`config.mk`:
```
export PLATFORM = sky130hd
export DESIGN_NAME = pu_irq_ctrl
export DESIGN_NICKNAME = d
export VERILOG_FILES = /design/src/rtl/pu_irq_ctrl_pkg.sv /design/src/rtl/pu_irq_arbiter.sv /design/src/rtl/pu_irq_ctrl.sv
export SDC_FILE = /design/constraint.sdc
export NUM_CORES = 1
export LEC_CHECK = 0
export CORE_AREA = 4 4 63 65
export CTS_BUF_LIST = sky130_fd_sc_hd__clkbuf_16
export DETAILED_ROUTE_END_ITERATION = 10
export DIE_AREA = 0 0 67 69
export GPL_TIMING_DRIVEN = 0
export PLACE_DENSITY = 0.67
export SKIP_CTS_REPAIR_TIMING = 1
export SYNTH_ARGS = -nofsm -noshare
export SYNTH_HDL_FRONTEND = slang
export SYNTH_HIERARCHICAL = 1
export SYNTH_SLANG_ARGS = --single-unit
```
`constraint.sdc`:
```
create_clock -name clk -period 1.7 [get_ports clk]
set_input_delay 0.34 -clock clk [delete_from_list [all_inputs] [get_ports clk]]
set_output_delay 0.34 -clock clk [all_outputs]
set_load 0.005 [all_outputs]
```
`src/rtl/pu_irq_ctrl_pkg.sv`:
```
// rtl/pu_irq_ctrl_pkg.sv - shared types and defaults for the PU interrupt controller
// Holds the request FSM state encoding and the default channel count.
package Pu_irq_types;

    localparam int N_CH_DEFAULT = 8;

    typedef enum logic [1:0] {
        IRQ_IDLE = 2'd0,
        IRQ_REQ  = 2'd1,
        IRQ_HOLD = 2'd2
    } Irq_state;

endpackage

```
`src/rtl/pu_irq_arbiter.sv`:
```
// rtl/pu_irq_arbiter.sv - combinational winner select for eligible interrupt channels
// Ports:
//   i_eligible  N_CH  pending & enabled channels
//   i_ptr       ID_W  last granted id (round-robin only)
//   o_id        ID_W  winning channel id
//   o_valid     1     at least one channel eligible
module pu_irq_arbiter #(
    parameter int N_CH        = 8,
    parameter int ID_W        = 3,
    parameter int ROUND_ROBIN = 0
) (
    input  logic [N_CH-1:0] i_eligible,
    input  logic [ID_W-1:0] i_ptr,
    output logic [ID_W-1:0] o_id,
    output logic            o_valid
);

    logic [ID_W-1:0] w_fp_id;
    logic [ID_W-1:0] w_rr_id;
    int              w_d;
    int              w_best_d;

    always_comb begin
        w_fp_id  = '0;
        w_rr_id  = '0;
        w_d      = 0;
        w_best_d = N_CH;
        // Scanning downwards lets the lowest set index overwrite last.
        for (int i = N_CH - 1; i >= 0; i--) begin
            if (i_eligible[i]) begin
                w_fp_id = ID_W'(i);
            end
        end
        // Distance of each channel from ptr+1, modulo N_CH; the nearest wins.
        for (int i = 0; i < N_CH; i++) begin
            if (i_eligible[i]) begin
                w_d = (i - int'(i_ptr) - 1 + 2 * N_CH) % N_CH;
                if (w_d < w_best_d) begin
                    w_best_d = w_d;
                    w_rr_id  = ID_W'(i);
                end
            end
        end
        o_id    = (ROUND_ROBIN != 0) ? w_rr_id : w_fp_id;
        o_valid = |i_eligible;
    end

endmodule

```
`src/rtl/pu_irq_ctrl.sv`:
```
// rtl/pu_irq_ctrl.sv - external interrupt and wakeup controller for one processing unit
// Ports:
//   clk, reset            clock, asynchronous active-high reset
//   irq_in                raw per-channel requests
//   cfg_edge, cfg_mask    per-channel edge/level mode and enable
//   sw_clear              one-cycle clear of edge-mode pending bits
//   sleep, msr_ee         PU sleep state and external-interrupt enable
//   ext_input, ext_input_id, ext_input_ack   request/ack handshake to the PU
//   wakeup                wakeup for a sleeping PU
//   pending               pending vector for status readback
module pu_irq_ctrl
    import Pu_irq_types::*;
#(
    parameter int N_CH        = N_CH_DEFAULT,
    parameter int ID_W        = (N_CH > 1) ? $clog2(N_CH) : 1,
    parameter int ROUND_ROBIN = 0
) (
    input  logic            clk,
    input  logic            reset,
    input  logic [N_CH-1:0] irq_in,
    input  logic [N_CH-1:0] cfg_edge,
    input  logic [N_CH-1:0] cfg_mask,
    input  logic [N_CH-1:0] sw_clear,
    input  logic            sleep,
    input  logic            msr_ee,
    output logic            ext_input,
    output logic [ID_W-1:0] ext_input_id,
    input  logic            ext_input_ack,
    output logic            wakeup,
    output logic [N_CH-1:0] pending
);

    Irq_state        r_state;
    Irq_state        w_next_state;
    logic [N_CH-1:0] r_irq_q;
    logic [N_CH-1:0] r_pending;
    logic [N_CH-1:0] w_pending_nxt;
    logic [ID_W-1:0] r_id;
    logic [ID_W-1:0] r_ptr;
    logic            r_wakeup;
    logic [N_CH-1:0] w_edge;
    logic [N_CH-1:0] w_eligible;
    logic [ID_W-1:0] w_win_id;
    logic            w_win_valid;
    logic            w_ack_take;
    logic            w_latch_id;

    // r_irq_q resets to 0, so a request held high through reset is an edge.
    assign w_edge     = irq_in & ~r_irq_q;
    assign w_eligible = r_pending & cfg_mask;
    assign w_ack_take = (r_state == IRQ_REQ) && ext_input_ack;

    pu_irq_arbiter #(
        .N_CH       (N_CH),
        .ID_W       (ID_W),
        .ROUND_ROBIN(ROUND_ROBIN)
    ) u_arbiter (
        .i_eligible(w_eligible),
        .i_ptr     (r_ptr),
        .o_id      (w_win_id),
        .o_valid   (w_win_valid)
    );

    always_comb begin
        w_pending_nxt = r_pending;
        for (int i = 0; i < N_CH; i++) begin
            if (cfg_edge[i]) begin
                // A new edge beats a same-cycle clear so it is never lost.
                if (w_edge[i]) begin
                    w_pending_nxt[i] = 1'b1;
                end else if (sw_clear[i] || (w_ack_take && (r_id == ID_W'(i)))) begin
                    w_pending_nxt[i] = 1'b0;
                end
            end else begin
                w_pending_nxt[i] = irq_in[i];
            end
        end
    end

    always_comb begin
        w_next_state = r_state;
        w_latch_id   = 1'b0;
        case (r_state)
            IRQ_IDLE: begin
                if (msr_ee && w_win_valid) begin
                    w_latch_id   = 1'b1;
                    w_next_state = IRQ_REQ;
                end
            end
            IRQ_REQ: begin
                if (ext_input_ack) begin
                    w_next_state = IRQ_HOLD;
                end else if (!w_eligible[r_id] || !msr_ee) begin
                    w_next_state = IRQ_IDLE;
                end
            end
            IRQ_HOLD: w_next_state = IRQ_IDLE;
            default:  w_next_state = IRQ_IDLE;
        endcase
    end

    always_ff @(posedge clk or posedge reset) begin
        if (reset) begin
            r_state   <= IRQ_IDLE;
            r_irq_q   <= '0;
            r_pending <= '0;
            r_id      <= '0;
            r_ptr     <= ID_W'(N_CH - 1);
            r_wakeup  <= 1'b0;
        end else begin
            r_state   <= w_next_state;
            r_irq_q   <= irq_in;
            r_pending <= w_pending_nxt;
            r_wakeup  <= sleep && (|w_eligible);
            if (w_latch_id) begin
                r_id <= w_win_id;
            end
            // Only an acknowledged grant advances the round-robin pointer.
            if (w_ack_take) begin
                r_ptr <= r_id;
            end
        end
    end

    assign ext_input    = (r_state == IRQ_REQ);
    assign ext_input_id = r_id;
    assign wakeup       = r_wakeup;
    assign pending      = r_pending;

endmodule

```
==> impl_results.md <==
* Run status: complete, no violations
* Number of remaining DRC errors at 0
* Layout overhead on the synthesized area at 66.3%
* Critical path type: reg2reg
* Setup repair after global routing missed its margin: yes
* Max transition margin at 0.441
* R2R setup slack at 0.03 ns
* Floorplan row count at 21
* I/O pin total at 50
* CTS Buffer Depth at 2
* Static leakage at 0.000808 µW
* Max-cap violations at 0
* Sinks on Clock Net at 22
* Number of filler instances in the final layout at 309
* Leftover overflow at the end of global routing at 0
* Worst endpoint required time at 1.83 ns
* Register-to-Register Path Depth at 7
* Worst clock skew on the final layout at 0.00127 ns
* Placed wire-length estimate at 2310 µm
* Worst Path Max Fanout at 3
* Worst R2R Start: pending[5]
* Critical path capture point type: flop
* Final critical delay including setup and external delays at 1.67 ns
* Final hold vios at 0
* Largest net degree at the start of global routing at 23
* CTS tree: yes
* Most common library cell in the layout ignoring fill and taps: sky130_fd_sc_hd__clkdlybuf4s50_1
* Number of instances on the worst hold path at 4
* Net count reported at finish at 209
* Die height at 69 µm
* Most frequent CP cell: sky130_fd_sc_hd__nand2_2
* PD cells at 896 nW/µm²
* Slowest cell on the critical path: sky130_fd_sc_hd__dfrtp_1
* Highest clock frequency the design can meet at 0.597 GHz
* Number of design-rule violations left by the first detailed-router iteration at 37
* Mapped Area at 1060 µm²
* Detail-routed net length per standard cell at 14.3 µm
* Buffer type at the clock tree root: sky130_fd_sc_hd__clkbuf_16
* Number of input and output port buffers inserted at 49
* Maximum vdd drop at 366 µV
* Effective utilization at floorplan at 0.318
* Cell family with most CP delay: simple AND/OR/NAND/NOR gates
* Count of warnings emitted by yosys at 6
* Fin crit share at 0.985
* Number of slew-limit violations in the final report at 0
* Overall global routing resource usage at 0.135
* Cells along the critical path: nand2_2, inv_4, nor4_4, nand3_1, nand2_2, nor3_4, or3_1
* Mapped Nets at 150
* Ratio of cells with drive above 1 in the final layout at 0.153
* Delay of the slowest critical-path stage at 0.40 ns
* Clk slew on worst S/H paths at 0.06 ns
* Worst-margin pin slew at 0.838 ns
* First-pass GRT wire length at 4880 µm
* Synthesized area divided by synthesized cell count at 9.40 µm²
* GPL Wtd Cong at 0.820
* Die width at 67 µm
* Endpoint arrival time on the critical path at 1.80 ns
* Die Area at 4620 µm²
* Number of vias per cell at 4.76
* Via count of the first global-routing pass at 1086
* Initial antenna violation count at 0
* Utilization after layout at 0.529
* Clock buffers created by TritonCTS at 3
* Buffer and inverter count on the worst path at 1
* Post-Route WL at 3090 µm
* Final antenna-violating net count at 0
* Number of detailed-route iterations in the first pass at 4
* Number of inserted diodes at 0
* Clock network latency to the later pin of the worst-skew pair at 0.25 ns
* Hold Crit Endpoint: wakeup
* Kind of path behind the tightest hold check: in2reg
* Final setup violating endpoints at 0
* Setup crit start kind: flop
* Commonest cells after routing, fill and taps aside: 46 x sky130_fd_sc_hd__clkdlybuf4s50_1, 29 x sky130_fd_sc_hd__nand2_1, 21 x sky130_fd_sc_hd__dfrtp_1
* Startpoint of the worst hold path: cfg_mask[5]
* Number of vias after detailed routing at 1028
* Floorplan core area at 3340 µm²
* Maximum level of the CTS H-tree at 1
* Cell count after placement at 208
* Number of cells in the finished layout apart from fillers at 216
* Critical register-to-register path endpoint: r_state[0]
* Cells after synthesis at 113
==> tightest hold or removal path: stages <==
cell	delay (ns)
sky130_fd_sc_hd__dlymetal6s2s_1	0.10
sky130_fd_sc_hd__nand2_2	0.09
sky130_fd_sc_hd__nand4_1	0.09
sky130_fd_sc_hd__o21a_1	0.11
==> flip-flops by register name, summed over array words and instances (netlist names) <==
name          cells
ext_input_id      3
pending           8
r_irq_q           8
r_state           2
wakeup            1
==> stage by stage <==
stage          worst slack [ns]  total power, µW  hold WS [ns]  TNS [ns]  instance area, µm²
2_1_floorplan             0.174              821         0.329         0                1060
3_3_place_gp             -0.485             1060         0.501     -1.35                1610
3_5_place_dp             -0.510             1060         0.507     -1.47                1610
4_1_cts                  -0.271             1550         0.516    -0.525                1690
5_1_grt                 -0.0237             1660         0.541   -0.0449                1770
6_report                 0.0254             1580         0.517         0                1770
==> power breakdown <==
group,total [µW],switching (µW),internal [µW]
Sequential,668,84.7,584
Combinational,431,174,257
Clock,484,174,310
Total,1580,433,1150
==> worst max path at each step <==
stage                            to         from  cells after the start  slack (ns)
floorplan                r_state[0]   pending[4]                      7        0.17
global placement    ext_input_id[2]  cfg_mask[2]                      8       -0.48
detailed placement  ext_input_id[2]  cfg_mask[2]                      8       -0.51
CTS                 ext_input_id[2]  cfg_mask[7]                      8       -0.27
global route             r_state[0]   pending[5]                      7       -0.02
finish                   r_state[0]   pending[5]                      7        0.03
==> per-layer routing <==
layer | GRT usage | vias up | routed length (µm)
met5 | 0 | - | 0
met4 | 0.0608 | 0 | 44
met3 | 0.0211 | 4 | 157
met2 | 0.225 | 28 | 1650
met1 | 0.167 | 490 | 1240
li1 | - | 506 | -
==> final cells by class <==
| cell class | instances | area (µm²) | area share |
|---|---|---|---|
| Sequential cell | 22 | 552 | 0.312 |
| Timing Repair Buffer | 54 | 536 | 0.303 |
| Multi-Input combinational cell | 78 | 495 | 0.280 |
| Clock buffer | 3 | 75.1 | 0.0425 |
| Tap cell | 46 | 57.6 | 0.0326 |
| Inverter | 13 | 51.3 | 0.0290 |
Power figures use the tool's default switching activity.
